<file path="src/rtl/fir_sample_feeder.sv">
// Sample FIFO feeding fir_filter; releases one sample
// per pulse, pulses at least SPACING clocks apart.
//
// Ports:
//   clk, rst_n         clock, async active-low reset
//   flush              sync clear of FIFO and pacer
//   in_data/in_valid   source sample handshake
//   in_ready           !full && !flush (0 in reset)
//   input_data         sample to filter, held
//   input_data_flag    one-cycle strobe
//   fill_level         FIFO occupancy 0..DEPTH
module fir_sample_feeder #(
  parameter int DATA_W  = 8,
  parameter int DEPTH   = 8,
  parameter int SPACING = 10
) (
  input  logic              clk,
  input  logic              rst_n,
  input  logic              flush,
  input  logic [DATA_W-1:0] in_data,
  input  logic              in_valid,
  output logic              in_ready,
  output logic [DATA_W-1:0] input_data,
  output logic              input_data_flag,
  output logic [$clog2(DEPTH):0] fill_level
);

  localparam int AW = $clog2(DEPTH);
  localparam int CW = AW + 1;
  localparam int PW = $clog2(SPACING) + 1;

  localparam logic [CW-1:0] FULL = CW'(DEPTH);
  localparam logic [PW-1:0] RELOAD = PW'(SPACING - 1);

  logic [DATA_W-1:0] mem_q [DEPTH];

  logic [AW-1:0]     wptr_q, wptr_d;
  logic [AW-1:0]     rptr_q, rptr_d;
  logic [CW-1:0]     cnt_q, cnt_d;
  logic [PW-1:0]     pace_q, pace_d;
  logic [DATA_W-1:0] data_q, data_d;
  logic              flag_q, flag_d;

  logic push;
  logic pop;

  // Ready looks only at the registered count,
  // never at a pop happening on the same edge.
  assign in_ready = rst_n && !flush &&
                    (cnt_q != FULL);

  assign push = in_valid && in_ready;

  assign pop = !flush && (pace_q == '0) &&
               (cnt_q != '0);

  always_comb begin
    wptr_d = wptr_q;
    rptr_d = rptr_q;
    cnt_d  = cnt_q;
    pace_d = pace_q;
    data_d = data_q;
    flag_d = 1'b0;
    if (flush) begin
      wptr_d = '0;
      rptr_d = '0;
      cnt_d  = '0;
      pace_d = '0;
    end else begin
      if (push) begin
        wptr_d = wptr_q + AW'(1);
      end
      if (pop) begin
        rptr_d = rptr_q + AW'(1);
        data_d = mem_q[rptr_q];
        flag_d = 1'b1;
        pace_d = RELOAD;
      end else if (pace_q != '0) begin
        pace_d = pace_q - PW'(1);
      end
      unique case (1'b1)
        (push && !pop): cnt_d = cnt_q + CW'(1);
        (pop && !push): cnt_d = cnt_q - CW'(1);
        default:        cnt_d = cnt_q;
      endcase
    end
  end

  // Storage only; no reset needed on the array.
  always_ff @(posedge clk) begin
    if (push) begin
      mem_q[wptr_q] <= in_data;
    end
  end

  always_ff @(posedge clk or negedge rst_n) begin
    if (!rst_n) begin
      wptr_q <= '0;
      rptr_q <= '0;
      cnt_q  <= '0;
      pace_q <= '0;
      data_q <= '0;
      flag_q <= 1'b0;
    end else begin
      wptr_q <= wptr_d;
      rptr_q <= rptr_d;
      cnt_q  <= cnt_d;
      pace_q <= pace_d;
      data_q <= data_d;
      flag_q <= flag_d;
    end
  end

  assign input_data      = data_q;
  assign input_data_flag = flag_q;
  assign fill_level      = cnt_q;

endmodule

</file>
<file path="config.mk">
export PLATFORM = sky130hd
export DESIGN_NAME = fir_sample_feeder
export DESIGN_NICKNAME = d
export VERILOG_FILES = /design/src/rtl/fir_sample_feeder.sv
export SDC_FILE = /design/constraint.sdc
export NUM_CORES = 1
export LEC_CHECK = 0
export CAP_MARGIN = 20
export CORE_AREA = 4 4 97 99
export DETAILED_ROUTE_END_ITERATION = 8
export DIE_AREA = 0 0 101 103
export SYNTH_ARGS = -nofsm -noshare
export SYNTH_HDL_FRONTEND = slang
export SYNTH_SLANG_ARGS = --single-unit
</file>
<file path="constraint.sdc">
create_clock -name clk -period 2.3 [get_ports clk]
set_input_delay 0.69 -clock clk [delete_from_list [all_inputs] [get_ports clk]]
set_output_delay 0.69 -clock clk [all_outputs]
set_load 0.05 [all_outputs]
</file>
### Word-level counts from Yosys, hierarchy flattened

Memory sizes are Yosys's and may differ from the RTL's. A register that Yosys moved wholly into a read port is not among the register bits.
Index checks and enable logic that the tools add are counted.

| operators by class | value |
|---|---|
| $add $sub $neg | 5 |
| bitwise logic cells | 1 |
| reduce and logical (&&, ||, !) cells | 19 |
| multiplexer cells | 13 |
| equal/unequal tests | 1 |

Operators by type and width:

| cell | number |
|---|---|
| 5-bit two-way mux | 3 |
| 3-bit two-way mux | 4 |
| 4-bit case mux with 2 select lines | 1 |
| 1-bit logical AND | 7 |
| 3-bit by 1-bit adder with 3-bit output, second input constant | 2 |
| 3-bit nonzero test | 2 |
| 5-bit logical NOT | 1 |
| 5-bit nonzero test | 1 |
| 5-bit by 1-bit subtractor with 5-bit output, second input constant | 1 |
| 4-bit by 1-bit adder with 4-bit output, second input constant | 1 |
| 1-bit logical NOT | 4 |
| 1-bit two-way mux | 4 |
| 4-bit two-way mux | 1 |
| 4-bit != test, second input constant | 1 |
| 2-bit nonzero test | 2 |
| 4-bit nonzero test | 1 |
| 4-bit by 1-bit subtractor with 4-bit output, second input constant | 1 |
| 2-bit AND reduction | 1 |
| 1-bit NOT | 1 |

| word-level totals | value |
|---|---|
| output and inout port bits | 14 |
| bits of input ports | 12 |
| flip-flop bits (word level) | 16 |
| memories kept | 1 |
| RAM bits | 64 |

Memory list:

| memory | words | bits a word | read ports | clocked after memory_dff | write ports | line | RTL |
|---|---|---|---|---|---|---|---|
| mem_q | 8 | 8 | 1 | 1 | 1 | 35 | `logic [DATA_W-1:0] mem_q [DEPTH];` |

### Logic depth before layout (Yosys ltp)

| depth | value |
|---|---|
| depth after elaboration | 8 |
| depth in mapped cells | 10 |
| depth with buffers taken out | 10 |

### Least setup slack after synthesis

Ideal clock, no wire load.

| path | value |
|---|---|
| path type | input -> register |
| start point | input port flush |
| end point | memory mem_q[4][0], enable pin |
| cell stages on the path | 5 |
| data arrival time | 2.513 ns |
| setup slack | -0.611 ns |
| required time | 1.902 ns |
| path through | clkbuf_1 -> nand3b_4 -> or2_2 -> buf_2 -> nor4b_1 |

| between the ends | value |
|---|---|
| longest elaborated chain between the ends | 6 |

Ends and longest elaborated chain:

| element | line | RTL |
|---|---|---|
| from (decl) | 19 | `input logic flush,` |
| 1-bit logical NOT | 49 | `assign in_ready = rst_n && !flush &&` |
| 1-bit logical AND (2 in series) | 49 |  |
| 1-bit logical AND | 52 | `assign push = in_valid && in_ready;` |
| 1-bit two-way mux | 91 | `if (push) begin` |
| 1-bit two-way mux (not written as such) | 92 | `mem_q[wptr_q] <= in_data;` |
| to (decl) | 35 |  |

No other way between the ends.

### Final worst setup path

| path | value |
|---|---|
| start point | register pace_q[1] |
| end point | register cnt_q[1] (netlist: fill_level[1]) |

| between the ends | value |
|---|---|
| longest elaborated chain between the ends | 7 |
| elaborated cells on any way between the ends | 9 |

Ends and longest elaborated chain:

| element | line | RTL |
|---|---|---|
| from (decl) | 40 | `logic [PW-1:0] pace_q, pace_d;` |
| from (signal assigned) | 108 | `pace_q <= pace_d;` |
| 5-bit logical NOT (*) | 54 | `assign pop = !flush && (pace_q == '0) &&` |
| 1-bit logical AND (*) (2 in series) | 54 |  |
| 1-bit logical NOT | 82 | `(push && !pop): cnt_d = cnt_q + CW'(1);` |
| 1-bit logical AND | 82 |  |
| 4-bit case mux with 2 select lines | 81 | `unique case (1'b1)` |
| 4-bit two-way mux | 64 | `if (flush) begin` |
| to (signal assigned) | 107 | `cnt_q <= cnt_d;` |
| to (decl) | 39 | `logic [CW-1:0] cnt_q, cnt_d;` |

Mark *: on every way between the ends. The rest lies on a longest branch, timed or not.
A chain may end at the register's enable or synchronous reset.

==> metrics.txt <==
number of clock buffers inserted by TritonCTS=9; fraction of layout cells with a size suffix above 1=0.356; Post-synth EDFFs=64; Worst setup SP type=flop; clk root buf=clkbuf_8; Max-Cap Viols=0; Distinct cells, synth=44; Switching Share=0.343; aggregate global-route resource usage=0.153; top_reg_cell synth=edfxtp_1; total number of vias=2171; gpl congestion=0.872; count of state elements after synthesis=88; combinational power share=0.380; port buffer count=25; largest net degree at the start of global routing=25; Worst setup EP type=flop; WL/cell=17.6 um; crit path max-delay cell type=dfrtp_1; Placed Area=4480 um2; drt drc=0; Worst path max stage delay=0.41 ns; post-layout net count=325; Max transition margin=0.557; half-perimeter wire length after placement=5040 um; die area=10400 um2; Max FO, Critical Path=3; Pwr Density=1040 nW/um2; post-layout min period=2.26 ns; Setup Skew=0.0108 ns; CP Buf/Inv Count=1; Synth Instances=236; Lkg Pwr=1.73 nW; Worst-Skew Late Latency=0.35 ns; most common cell after layout, fill and taps aside=edfxtp_1; IO Pins=26; Pint=0.00328 W; num rows=34; crit path kind=reg2reg; Setup Viol. Count Final=0; Syn. warnings=0; CP cell instances=inv_2 > ha_4 > nor4b_4 > nand2_2 > nor3_4 > xor2_1 > ha_1 > and3_1 > a211o_1; n_diodes=0; Worst IR Drop VDD=0.439 mV; Seq pwr share=0.402; vias in the first global route=2169; Async SR Flop Fraction=0.273; Post-Syn Nets=254; most frequent cells in the layout=64 x edfxtp_1, 46 x buf_4, 21 x dfrtp_1, 19 x nor2_1, 18 x clkdlybuf4s50_1; layout overhead on the synthesized area=28.0%; final hold viol count=0; Top Family by Delay on Critical Path=simple AND/OR/NAND/NOR gates; Finished Cell Area=4820 um2; fin. max-slew vios=0; global route overflow=0; cells on worst reg2reg path=9; CTS tree=done; Overall Power=0.00500 W; fin crit share=0.985; cell depth of the worst hold path=2; Sink Count=88; first-pass GRT wire length=11800 um; Core Area=8550 um2; Net Sw Power=0.00171 W; Iter 0 DRT Violations=122; Mean Syn Cell Area=15.9 um2; antenna violations before repair=0; Tightest Hold Check Type=reg2reg; worst hold start=input_data[4]; DR vias/cell=5.17; Clock power frac=0.219; Hold WS=0.530 ns; Crit path arrival time=2.51 ns; run status=complete, no violations; CTS H-tree depth=3; Initial Util=0.440; worst-margin pin slew=0.665 ns; Routed Antenna Nets=0; R2R Path Start=pace_q[1]; die width=101 um; post-synthesis sequential area ratio=0.670; Fmax=442 MHz; Reg clk slew, reported paths=0.09 ns; cts hold-fix bufs=0; TritonRoute pass-1 iters=4; setup slack, reg-to-reg=0.04 ns; Hold EP=input_data[4]; Worst EP required=2.54 ns; Die Height=103 um; final wirelength=7410 um; clock buffer depth=2; synthesized cell area=3760 um2; RSZ-0062 raised after global routing=true; Worst R2R End=fill_level[1]
synthesized netlist by cell type (2+ instances only):
library cell | instances | area [um2]
nor3_1 | 6 | 30.0
nor4_1 | 3 | 18.8
a21oi_1 | 14 | 70.1
nor3b_1 | 4 | 30.0
edfxtp_1 | 64 | 1920
o21ai_0 | 4 | 20.0
nor3_2 | 2 | 20.0
o211ai_1 | 2 | 15.0
nor2_2 | 2 | 12.5
nand2_1 | 12 | 45.0
xor2_1 | 2 | 17.5
mux2i_1 | 10 | 100
mux4_2 | 16 | 360
dfrtp_1 | 24 | 601
clkbuf_1 | 4 | 15.0
xnor2_1 | 6 | 52.6
nor2b_1 | 2 | 12.5
nor4b_1 | 2 | 17.5
nor2_1 | 19 | 71.3
buf_2 | 5 | 25.0
buf_1 | 2 | 7.51
ha_1 | 6 | 75.1
inv_1 | 4 | 15.0
cell type report:
cell class,count,area (um2)
clock buffer,11,141
fill,693,3730
timing repair buffer,73,637
sequential,88,2530
tap,108,135
multi-input combinational,131,1300
clock inverter,5,63.8
inverter,4,15.0
worst reg2reg max path, cell delays in order, from the launching register on:
cell	delay, ns
dfrtp_1	0.41
inv_2	0.08
ha_4	0.13
nor4b_4	0.25
nand2_2	0.14
nor3_4	0.26
xor2_1	0.21
ha_1	0.26
and3_1	0.14
a211o_1	0.26
through the flow:
step,util,instances,worst slack [ns],setup TNS (ns)
6_report,0.563,420,0.0352,0
4_1_cts,0.552,412,-0.0146,-0.0146
3_3_place_gp,0.524,394,-0.265,-14.19
2_1_floorplan,-,236,-0.127,-0.333
3_5_place_dp,0.524,394,-0.343,-14.96
5_1_grt,0.563,420,-0.0666,-0.0888
worst max-delay path by stage:
stage	depth (start not counted)	end	slack [ns]	from
after global placement	5	mem_q[4][6]	-0.27	rst_n
after global routing	9	fill_level[1]	-0.07	pace_q[1]
after floorplan	9	fill_level[3]	-0.13	fill_level[0]
final	9	fill_level[1]	0.04	pace_q[1]
after CTS	5	in_ready	-0.01	fill_level[1]
after detailed placement	9	fill_level[3]	-0.34	flush
flip-flops by register name, summed over array words and instances (netlist names):
register	count
fill_level	4
input_data	8
input_data_flag	1
mem_q	64
pace_q	5
rptr_q	3
wptr_q	3
timing repair:
item	CTS	global route
buffers inserted	2	8
pin swaps	3	7
resized for setup	8	7
endpoints found under the setup margin	3	4
power groups by stage:
stage	registers [W]	clock network, W	logic [W]
detailed placement	0.00204	0	0.00174
global placement	0.00204	0	0.00174
global route	0.00204	0.00120	0.00205
CTS	0.00201	0.00113	0.00178
finish	0.00201	0.00109	0.00190
floorplan	0.00234	0	0.000921
routing by layer:
metal,share of wire,track usage,wire length [um],vias up
li1,-,-,-,1052
met1,0.47,0.214,3450,1072
met2,0.48,0.237,3560,40
met3,0.044,0.0345,329,7
met4,0.0097,0.0552,72,0
met5,0,0,0,-
logic make-up after synthesis:
logic type	count (synthesis)	synth area share
AO/OA/AOI/OAI	27	0.0439
flip-flops	88	0.670
adder cells (fa/ha/maj)	6	0.0200
XOR/XNOR	8	0.0186
buffers and inverters	17	0.0216
AND/OR/NAND/NOR	63	0.100
multiplexers	27	0.125
No activity file was read; power rests on OpenSTA's default activity.
